<file path="config.mk">
export PLATFORM = sky130hd
export DESIGN_NAME = data_bus_responder_flat
export DESIGN_NICKNAME = d
export VERILOG_FILES = /design/src/rtl/data_bus_responder_if.sv /design/src/rtl/data_bus_responder.sv /design/src/flat_wrapper.sv
export SDC_FILE = /design/constraint.sdc
export NUM_CORES = 1
export LEC_CHECK = 0
export ABC_AREA = 1
export CORE_MARGIN = 2
export CORE_UTILIZATION = 34
export DETAILED_ROUTE_END_ITERATION = 7
export GPL_TIMING_DRIVEN = 0
export PLACE_DENSITY = 0.85
export SKIP_CTS_REPAIR_TIMING = 1
export SLEW_MARGIN = 20
export SYNTH_ARGS = -nofsm -noshare
export SYNTH_HDL_FRONTEND = slang
export SYNTH_SLANG_ARGS = --single-unit
</file>
<file path="constraint.sdc">
create_clock -name clk -period 3.7 [get_ports clk]
set_input_delay 0.555 -clock clk [delete_from_list [all_inputs] [get_ports clk]]
set_output_delay 0.555 -clock clk [all_outputs]
set_load 0.005 [all_outputs]
</file>
<file path="src/rtl/data_bus_responder_if.sv">
// Single-beat AXI AR/R/AW/W/B channel bundle between the data-port responder and the crossbar.
// master = responder (issues requests), slave = crossbar/memory side.
interface data_bus_responder_if #(
    parameter int ID_W = 4
);
    logic [ID_W-1:0] arid;
    logic            arvalid;
    logic [31:0]     araddr;
    logic [2:0]      arsize;
    logic            arready;

    logic [ID_W-1:0] rid;
    logic [31:0]     rdata;
    logic [1:0]      rresp;
    logic            rvalid;
    logic            rready;

    logic [ID_W-1:0] awid;
    logic            awvalid;
    logic [31:0]     awaddr;
    logic [2:0]      awsize;
    logic            awready;

    logic [31:0]     wdata;
    logic [3:0]      wstrb;
    logic            wvalid;
    logic            wlast;
    logic            wready;

    logic [ID_W-1:0] bid;
    logic [1:0]      bresp;
    logic            bvalid;
    logic            bready;

    modport master (
        output arid, arvalid, araddr, arsize, rready,
        output awid, awvalid, awaddr, awsize,
        output wdata, wstrb, wvalid, wlast, bready,
        input  arready, rid, rdata, rresp, rvalid,
        input  awready, wready, bid, bresp, bvalid
    );

    modport slave (
        input  arid, arvalid, araddr, arsize, rready,
        input  awid, awvalid, awaddr, awsize,
        input  wdata, wstrb, wvalid, wlast, bready,
        output arready, rid, rdata, rresp, rvalid,
        output awready, wready, bid, bresp, bvalid
    );
endinterface

</file>
<file path="src/rtl/data_bus_responder.sv">
// Runs one captured data-SRAM load/store as a single-beat AXI transaction; min load stall is 3 cycles.
// Backpressure: every AXI valid holds stable until its ready, and stallreq holds the pipeline meanwhile.
module data_bus_responder #(
    parameter int ID_W    = 4,
    parameter int DATA_ID = 1
) (
    input  logic        clk,
    input  logic        rst,
    input  logic        data_sram_en,
    input  logic [3:0]  data_sram_wen,
    input  logic [1:0]  data_sram_size,
    input  logic [31:0] data_sram_addr,
    input  logic [31:0] data_sram_wdata,
    output logic [31:0] data_sram_rdata,
    output logic        stallreq,
    input  logic        pipe_hold,
    data_bus_responder_if.master axi
);
    typedef enum logic [2:0] {
        IDLE    = 3'd0,
        RD_ADDR = 3'd1,
        RD_DATA = 3'd2,
        WR_REQ  = 3'd3,
        WR_RESP = 3'd4,
        DONE    = 3'd5
    } state_t;

    localparam logic [ID_W-1:0] AXI_ID = ID_W'(DATA_ID);

    state_t      state_q, state_d;
    logic [31:0] addr_q, addr_d;
    logic [31:0] wdata_q, wdata_d;
    logic [3:0]  wen_q, wen_d;
    logic [1:0]  size_q, size_d;
    logic [31:0] rdata_q, rdata_d;
    logic        aw_done_q, aw_done_d;
    logic        w_done_q, w_done_d;

    logic ar_vld, r_rdy, aw_vld, w_vld, w_last, b_rdy;

    always_ff @(posedge clk) begin
        if (rst) begin
            state_q   <= IDLE;
            addr_q    <= '0;
            wdata_q   <= '0;
            wen_q     <= '0;
            size_q    <= '0;
            rdata_q   <= '0;
            aw_done_q <= 1'b0;
            w_done_q  <= 1'b0;
        end else begin
            state_q   <= state_d;
            addr_q    <= addr_d;
            wdata_q   <= wdata_d;
            wen_q     <= wen_d;
            size_q    <= size_d;
            rdata_q   <= rdata_d;
            aw_done_q <= aw_done_d;
            w_done_q  <= w_done_d;
        end
    end

    always_comb begin
        state_d   = state_q;
        addr_d    = addr_q;
        wdata_d   = wdata_q;
        wen_d     = wen_q;
        size_d    = size_q;
        rdata_d   = rdata_q;
        aw_done_d = aw_done_q;
        w_done_d  = w_done_q;
        stallreq  = 1'b1;
        ar_vld    = 1'b0;
        r_rdy     = 1'b0;
        aw_vld    = 1'b0;
        w_vld     = 1'b0;
        w_last    = 1'b0;
        b_rdy     = 1'b0;

        case (state_q)
            IDLE: begin
                stallreq = data_sram_en;
                if (data_sram_en) begin
                    addr_d    = data_sram_addr;
                    wdata_d   = data_sram_wdata;
                    wen_d     = data_sram_wen;
                    size_d    = data_sram_size;
                    aw_done_d = 1'b0;
                    w_done_d  = 1'b0;
                    state_d   = (data_sram_wen == 4'd0) ? RD_ADDR : WR_REQ;
                end
            end
            RD_ADDR: begin
                ar_vld = 1'b1;
                if (axi.arready) state_d = RD_DATA;
            end
            RD_DATA: begin
                r_rdy = 1'b1;
                if (axi.rvalid) begin
                    rdata_d = axi.rdata;
                    state_d = DONE;
                end
            end
            WR_REQ: begin
                // Each channel drops its valid once its own handshake is recorded.
                aw_vld    = !aw_done_q;
                w_vld     = !w_done_q;
                w_last    = 1'b1;
                aw_done_d = aw_done_q | (aw_vld & axi.awready);
                w_done_d  = w_done_q | (w_vld & axi.wready);
                if (aw_done_d && w_done_d) state_d = WR_RESP;
            end
            WR_RESP: begin
                b_rdy = 1'b1;
                if (axi.bvalid) state_d = DONE;
            end
            DONE: begin
                // Requests still presented here belong to the finished transaction.
                stallreq = 1'b0;
                if (!pipe_hold) state_d = IDLE;
            end
            default: begin
                state_d = IDLE;
            end
        endcase
    end

    assign data_sram_rdata = rdata_q;

    assign axi.arid    = AXI_ID;
    assign axi.arvalid = ar_vld;
    assign axi.araddr  = addr_q;
    assign axi.arsize  = {1'b0, size_q};
    assign axi.rready  = r_rdy;

    assign axi.awid    = AXI_ID;
    assign axi.awvalid = aw_vld;
    assign axi.awaddr  = addr_q;
    assign axi.awsize  = {1'b0, size_q};

    assign axi.wdata   = wdata_q;
    assign axi.wstrb   = wen_q;
    assign axi.wvalid  = w_vld;
    assign axi.wlast   = w_last;
    assign axi.bready  = b_rdy;

    // Response IDs and error codes carry no information for the core.
    logic unused_resp;
    assign unused_resp = ^{axi.rid, axi.rresp, axi.bid, axi.bresp};
endmodule

</file>
<file path="src/flat_wrapper.sv">
// flat-port wrapper written by rule: the top's interface ports become plain ports
module data_bus_responder_flat 
#(
    parameter int ID_W    = 4,
    parameter int DATA_ID = 1
)
  (clk, rst, data_sram_en, data_sram_wen, data_sram_size, data_sram_addr, data_sram_wdata, data_sram_rdata, stallreq, pipe_hold, axi_arid, axi_arvalid, axi_araddr, axi_arsize, axi_rready, axi_awid, axi_awvalid, axi_awaddr, axi_awsize, axi_wdata, axi_wstrb, axi_wvalid, axi_wlast, axi_bready, axi_arready, axi_rid, axi_rdata, axi_rresp, axi_rvalid, axi_awready, axi_wready, axi_bid, axi_bresp, axi_bvalid);
  data_bus_responder_if #(.ID_W(ID_W)) axi_i ();
  input  logic clk;
  input  logic rst;
  input  logic data_sram_en;
  input  logic [3:0] data_sram_wen;
  input  logic [1:0] data_sram_size;
  input  logic [31:0] data_sram_addr;
  input  logic [31:0] data_sram_wdata;
  output logic [31:0] data_sram_rdata;
  output logic stallreq;
  input  logic pipe_hold;
  output wire logic [$bits(axi_i.arid)-1:0] axi_arid;
  output wire logic [$bits(axi_i.arvalid)-1:0] axi_arvalid;
  output wire logic [$bits(axi_i.araddr)-1:0] axi_araddr;
  output wire logic [$bits(axi_i.arsize)-1:0] axi_arsize;
  output wire logic [$bits(axi_i.rready)-1:0] axi_rready;
  output wire logic [$bits(axi_i.awid)-1:0] axi_awid;
  output wire logic [$bits(axi_i.awvalid)-1:0] axi_awvalid;
  output wire logic [$bits(axi_i.awaddr)-1:0] axi_awaddr;
  output wire logic [$bits(axi_i.awsize)-1:0] axi_awsize;
  output wire logic [$bits(axi_i.wdata)-1:0] axi_wdata;
  output wire logic [$bits(axi_i.wstrb)-1:0] axi_wstrb;
  output wire logic [$bits(axi_i.wvalid)-1:0] axi_wvalid;
  output wire logic [$bits(axi_i.wlast)-1:0] axi_wlast;
  output wire logic [$bits(axi_i.bready)-1:0] axi_bready;
  input wire logic [$bits(axi_i.arready)-1:0] axi_arready;
  input wire logic [$bits(axi_i.rid)-1:0] axi_rid;
  input wire logic [$bits(axi_i.rdata)-1:0] axi_rdata;
  input wire logic [$bits(axi_i.rresp)-1:0] axi_rresp;
  input wire logic [$bits(axi_i.rvalid)-1:0] axi_rvalid;
  input wire logic [$bits(axi_i.awready)-1:0] axi_awready;
  input wire logic [$bits(axi_i.wready)-1:0] axi_wready;
  input wire logic [$bits(axi_i.bid)-1:0] axi_bid;
  input wire logic [$bits(axi_i.bresp)-1:0] axi_bresp;
  input wire logic [$bits(axi_i.bvalid)-1:0] axi_bvalid;
  assign axi_arid = axi_i.arid;
  assign axi_arvalid = axi_i.arvalid;
  assign axi_araddr = axi_i.araddr;
  assign axi_arsize = axi_i.arsize;
  assign axi_rready = axi_i.rready;
  assign axi_awid = axi_i.awid;
  assign axi_awvalid = axi_i.awvalid;
  assign axi_awaddr = axi_i.awaddr;
  assign axi_awsize = axi_i.awsize;
  assign axi_wdata = axi_i.wdata;
  assign axi_wstrb = axi_i.wstrb;
  assign axi_wvalid = axi_i.wvalid;
  assign axi_wlast = axi_i.wlast;
  assign axi_bready = axi_i.bready;
  assign axi_i.arready = axi_arready;
  assign axi_i.rid = axi_rid;
  assign axi_i.rdata = axi_rdata;
  assign axi_i.rresp = axi_rresp;
  assign axi_i.rvalid = axi_rvalid;
  assign axi_i.awready = axi_awready;
  assign axi_i.wready = axi_wready;
  assign axi_i.bid = axi_bid;
  assign axi_i.bresp = axi_bresp;
  assign axi_i.bvalid = axi_bvalid;
  data_bus_responder #(.ID_W(ID_W), .DATA_ID(DATA_ID)) u_core (.clk(clk), .rst(rst), .data_sram_en(data_sram_en), .data_sram_wen(data_sram_wen), .data_sram_size(data_sram_size), .data_sram_addr(data_sram_addr), .data_sram_wdata(data_sram_wdata), .data_sram_rdata(data_sram_rdata), .stallreq(stallreq), .pipe_hold(pipe_hold), .axi(axi_i));
endmodule
</file>
==> results_dict.tcl, run 1 <==
set metrics [dict create \
    period_share_pct 64.4 \
    ys_async_sr_fraction_pct 0 \
    nets 953 \
    dp.final_hpwl_um 10600 \
    grt_pass1_wl_um 19600 \
    crit_type "in2out" \
    crit_chain "clkdlybuf4s50_1 > nand3b_1 > o31a_1 > clkdlybuf4s50_1" \
    grt_pass1_vias 3952 \
    area_delta_synth_final_pct 71.1 \
    critPathSlowestCell "clkdlybuf4s50_1" \
    max_freq_mhz 420 \
    cp_common_cell "clkdlybuf4s50_1" \
    clockRootBuffer "clkbuf_16" \
    fin_crit_ps 2380 \
    seq_area_mm2 0.00214 \
    routed_wl_um 13200 \
    cp-start-kind "input port" \
    critPathCaptureType "output pin" \
    start_util_pct 34.6 \
    clock-sinks 107 \
    cts_buffers 9 \
    synth_common_cells "dfxtp_1 (107), o21ai_0 (103), inv_1 (77)" \
    post-route-util_pct 59.2 \
    path_clk_slew_ps 70 \
    grt_overflow 0 \
    fillers 1104 \
    synth_top_area_share_pct 49.2 \
    diodes 0 \
    ctsHtreeMaxLevel 3 \
    synth_warnings 0 \
    gp_congestion 0.796 \
    syn_area_per_cell_um2 7.80 \
    grt_max_degree 18 \
    io_buffers 253 \
    clk_latency_ps 350 \
    synth_top_area_cell "dfxtp_1" \
    track_usage_pct 18.8 \
    multiInputGateArea_mm2 0.00139 \
    p_leak_nw 2.92 \
    drive_gt1_share_pct 10.8 \
    ys_types 25 \
    die-area_mm2 0.0137 \
    syn_area_mm2 0.00435 \
    ant_nets 0 \
    ir_drop_v 0.000368 \
    first_iter_violations 181 \
    die-height_um 117 \
    yosysMostFrequentCell "dfxtp_1" \
    slowest_delay_ps 500 \
    cp_top_family "buffers and inverters" \
    hold_viol 0 \
    drc 0 \
    hold_path.class "reg2reg" \
    critical_path_arrival_ps 1830 \
    vias 4364 \
    viasPerCell 4.34 \
    synthFlopType "dfxtp_1" \
    synth-edff-count 0 \
    skew_ps 6.36 \
    syn_inst 558 \
    coreArea_mm2 0.0126 \
    die_x_um 117 \
    synth-seq-cells 107 \
    cts_tree "yes" \
    num_io_pins 276 \
    slew_viol_final 0 \
    rsz0062_at_grt "false" \
    setup_viol 0 \
    fp-row-count 41 \
    drtPass1Iterations 4 \
    required_ps 3140 \
    tns_ps 0 \
    crit_fanout 2 \
    wl_per_cell_um 13.1 \
    synth_area_leaders "dfxtp_1 (49%), o21ai_0 (12%), a21oi_1 (8.5%), buf_4 (7.6%), inv_1 (6.6%)" \
    antenna_found_initial 0 \
    clk_path_buf_depth 2 \
    ys_seq_area_share_pct 49.2 \
    drv_cap 0 \
    powerDensity_mw_per_mm2 631 \
    path_buf_inv 2 \
    status "finished clean" \
]
## metal layers
layer | up-vias | part of all wire, % | global-route usage [%]
met5 | - | 0 | 0
met1 | 1917 | 37 | 19.1
met4 | 0 | 1.7 | 6.82
li1 | 2254 | - | -
met3 | 16 | 11 | 7.98
met2 | 177 | 51 | 34.1
## kinds of logic (layout without fill, tap and decap cells)
kind of cell	Yosys count	count (layout)	synth area share, %
AOI/OAI and AO/OA	179	179	20.7
buffers and inverters	162	430	19.5
and+or+nand+nor	108	108	10.4
DFF	107	107	49.2
other	2	10	0.173
## layout by cell type (no fill, tap or decap), types with 3 or more instances in the layout
cell type and n:
nand2_1 22, o21ai_0 103, buf_2 9, clkbuf_16 9
dfxtp_1 107, clkbuf_1 16, buf_6 8, nor2_1 75
clkbuf_2 3, buf_4 44, inv_2 5, conb_1 10
inv_1 77, clkdlybuf4s50_1 253, a21oi_1 74
## state kept, by name (all words and copies together), names as in the netlist
name,cells
u_core.axi.wdata,32
u_core.w_done_q,1
u_core.data_sram_rdata,32
u_core.axi.wstrb,4
u_core.aw_done_q,1
u_core.axi.araddr,32
u_core.size_q,2
u_core.state_q,3
## area by class of cell
| class | instances | share of cell area, % |
|---|---|---|
| buffer | 79 | 7.21 |
| clock buffer | 10 | 3.08 |
| clock inverter | 5 | 1.16 |
| inverter | 83 | 4.20 |
| multi-input combinational | 297 | 18.7 |
| sequential | 107 | 28.8 |
| tap | 172 | 2.89 |
| timing repair buffer | 253 | 34.0 |
## worst paths after layout
kind	startpoint	endpoint	slack, ps	depth (start not counted)
max	data_sram_en	stallreq	1320	4
max reg2reg	u_core.state_q[0]	u_core.axi.araddr[1]	2130	6
min reg2reg	u_core.axi.wdata[30]	u_core.axi.wdata[30]	440	2
min	u_core.axi.wdata[30]	u_core.axi.wdata[30]	440	2
## tightest hold or removal path, cell delays in order (launching register included)
cell and delay, ps:
dfxtp_1 310, inv_1 40, a21oi_1 40
## power breakdown
group | switching (mW) | internal (mW)
sequential | 0.189 | 1.47
combinational | 0.800 | 1.21
clock | 0.431 | 0.596
total | 1.42 | 3.28
## through the flow
step	total power [mW]	hold WS [ps]	worst slack [ps]	cell area [µm²]	instances
after floorplan	2.54	440	2310	4380	566
after CTS	4.76	444	1310	7450	1006
final	4.70	441	1320	7450	1006
after global placement	3.67	431	1320	7130	991
after global routing	5.04	465	1270	7450	1006
after detailed placement	3.72	434	1320	7130	991
Note: power is estimated with default switching activity, not from simulation.
==> inputs of run 2 (changes only) <==
--- a/config.mk
+++ b/config.mk
@@ -7,10 +7,10 @@
 export LEC_CHECK = 0
 export ABC_AREA = 1
 export CORE_MARGIN = 2
-export CORE_UTILIZATION = 34
+export CORE_UTILIZATION = 33
 export DETAILED_ROUTE_END_ITERATION = 7
 export GPL_TIMING_DRIVEN = 0
-export PLACE_DENSITY = 0.85
+export PLACE_DENSITY = 0.86
 export SKIP_CTS_REPAIR_TIMING = 1
 export SLEW_MARGIN = 20
 export SYNTH_ARGS = -nofsm -noshare
==> constraint.sdc (replaced) <==
create_clock -name clk -period 1.95 [get_ports clk]
set_input_delay 0.2925 -clock clk [delete_from_list [all_inputs] [get_ports clk]]
set_output_delay 0.2925 -clock clk [all_outputs]
set_load 0.005 [all_outputs]
==> results_dict.tcl, run 2 (same netlist as run 1, synthesis figures left out) <==
set metrics [dict create \
    first_iter_violations 149 \
    pwr-share-seq_pct 36.3 \
    stdcell_area_mm2 0.00742 \
    p_sw_mw 2.74 \
    critPathSlowestCell "clkdlybuf4s50_1" \
    cp_top_family "buffers and inverters" \
    path_buf_inv 3 \
    wl_per_cell_um 13.6 \
    grt_pass1_wl_um 20900 \
    crit_type "reg2out" \
    dpl.cell_count 991 \
    clk_latency_ps 350 \
    grt_pass1_vias 4158 \
    swShare_pct 31.5 \
    die_x_um 119 \
    p_leak_nw 2.95 \
    hold-worst-slack_ps 442 \
    vias 4425 \
    gp_congestion 0.784 \
    drive_gt1_share_pct 11.0 \
    hold_path.class "reg2reg" \
    setup_ws_ps 80.2 \
    grt_max_degree 18 \
    viasPerCell 4.39 \
    grt_overflow 0 \
    fp-row-count 41 \
    rsz0062_at_grt "false" \
    final_common_cell "clkdlybuf4s50_1" \
    period_share_pct 95.9 \
    critPathCaptureType "output pin" \
    antenna_found_initial 0 \
    diodes 0 \
    coreArea_mm2 0.0128 \
    clock-sinks 107 \
    cts_tree "yes" \
    start_util_pct 34.1 \
    drv_cap 0 \
    ant_nets 0 \
    slew_viol_final 0 \
    layoutNonFillerInstCount 1008 \
    nets 954 \
    clk_path_buf_depth 2 \
    num_io_pins 276 \
    die-area_mm2 0.0141 \
    pwr-share-comb_pct 44.1 \
    tns_ps 0 \
    io_buffers 253 \
    drtPass1Iterations 4 \
    hold_viol 0 \
    slowest_delay_ps 520 \
    drc 0 \
    path_clk_slew_ps 70 \
    status "finished clean" \
    routed_wl_um 13700 \
    p_int_mw 5.96 \
    crit_chain "buf_6 > inv_2 > nand2_1 > nor2_2 > clkdlybuf4s50_1" \
    place_area_mm2 0.00713 \
    power_frac_clock_pct 19.5 \
    track_usage_pct 18.8 \
    layout_common_cells "clkdlybuf4s50_1 (249), dfxtp_1 (107), o21ai_0 (103)" \
    clockRootBuffer "clkbuf_16" \
    cp-start-kind "flop" \
    ctsHtreeMaxLevel 3 \
    dp.final_hpwl_um 11000 \
    dp_slack_ps 47.0 \
    area_delta_synth_final_pct 70.5 \
    powerDensity_mw_per_mm2 1170 \
    max_freq_mhz 535 \
    rrSetupSlack_ps 420 \
    critical_path_arrival_ps 1580 \
    skew_ps 7.66 \
    setup_viol 0 \
    ir_drop_v 0.000533 \
    cts_buffers 9 \
    die-height_um 119 \
    fillers 1149 \
    crit_fanout 8 \
    fin_crit_ps 1870 \
    required_ps 1660 \
]
-- run 2: cell count changes in the layout (fill, tap and decap cells not counted), sizes merged, moves of 2 or more --
cell	before	now
bufinv	2	0
clkdlybuf4s50	253	249
clkinvlp	0	3
dlymetal6s2s	0	4
-- run 2: path summary, 6_finish.rpt --
path	from	to	cells past startpoint
hold / removal	u_core.axi.wstrb[3]	u_core.axi.wstrb[3]	2
hold reg to reg	u_core.axi.wstrb[3]	u_core.axi.wstrb[3]	2
setup / recovery	u_core.state_q[1]	axi_bready	5
setup reg to reg	u_core.state_q[2]	u_core.axi.wdata[26]	7
-- run 2: layer usage --
| layer | global-route usage (%) | wire length [µm] |
|---|---|---|
| met2 | 33.9 | 6840 |
| met1 | 19.9 | 5250 |
| met3 | 7.04 | 1320 |
| met4 | 7.07 | 290 |
| met5 | 0 | 0 |
-- run 2: worst min-delay path: stages (launching register included) --
cell,delay [ps]
dfxtp_1,310
inv_1,40
a21oi_1,40
-- run 2: final cells by class --
class	count	area (µm²)	share of cell area (%)
Sequential cell	107	2140	28.9
Multi-Input combinational cell	297	1400	18.8
Clock buffer	10	229	3.08
Inverter	83	313	4.21
Tap cell	172	215	2.90
Clock inverter	6	41.3	0.556
Buffer	79	537	7.23
Timing Repair Buffer	254	2550	34.4
-- run 2: power groups by stage --
stage	Sequential, mW	Clock, mW	Combinational, mW
floorplan	3.20	0	1.62
global placement	3.18	0	3.80
detailed placement	3.21	0	3.87
CTS	3.17	1.74	3.88
global route	3.24	1.84	4.19
finish	3.16	1.70	3.84
-- run 2: through the flow --
stage	util (%)	total power, mW
finish	58.1	8.70
global route	58.1	9.27
CTS	57.9	8.78
detailed placement	55.8	7.08
global placement	55.8	6.97
floorplan	-	4.82
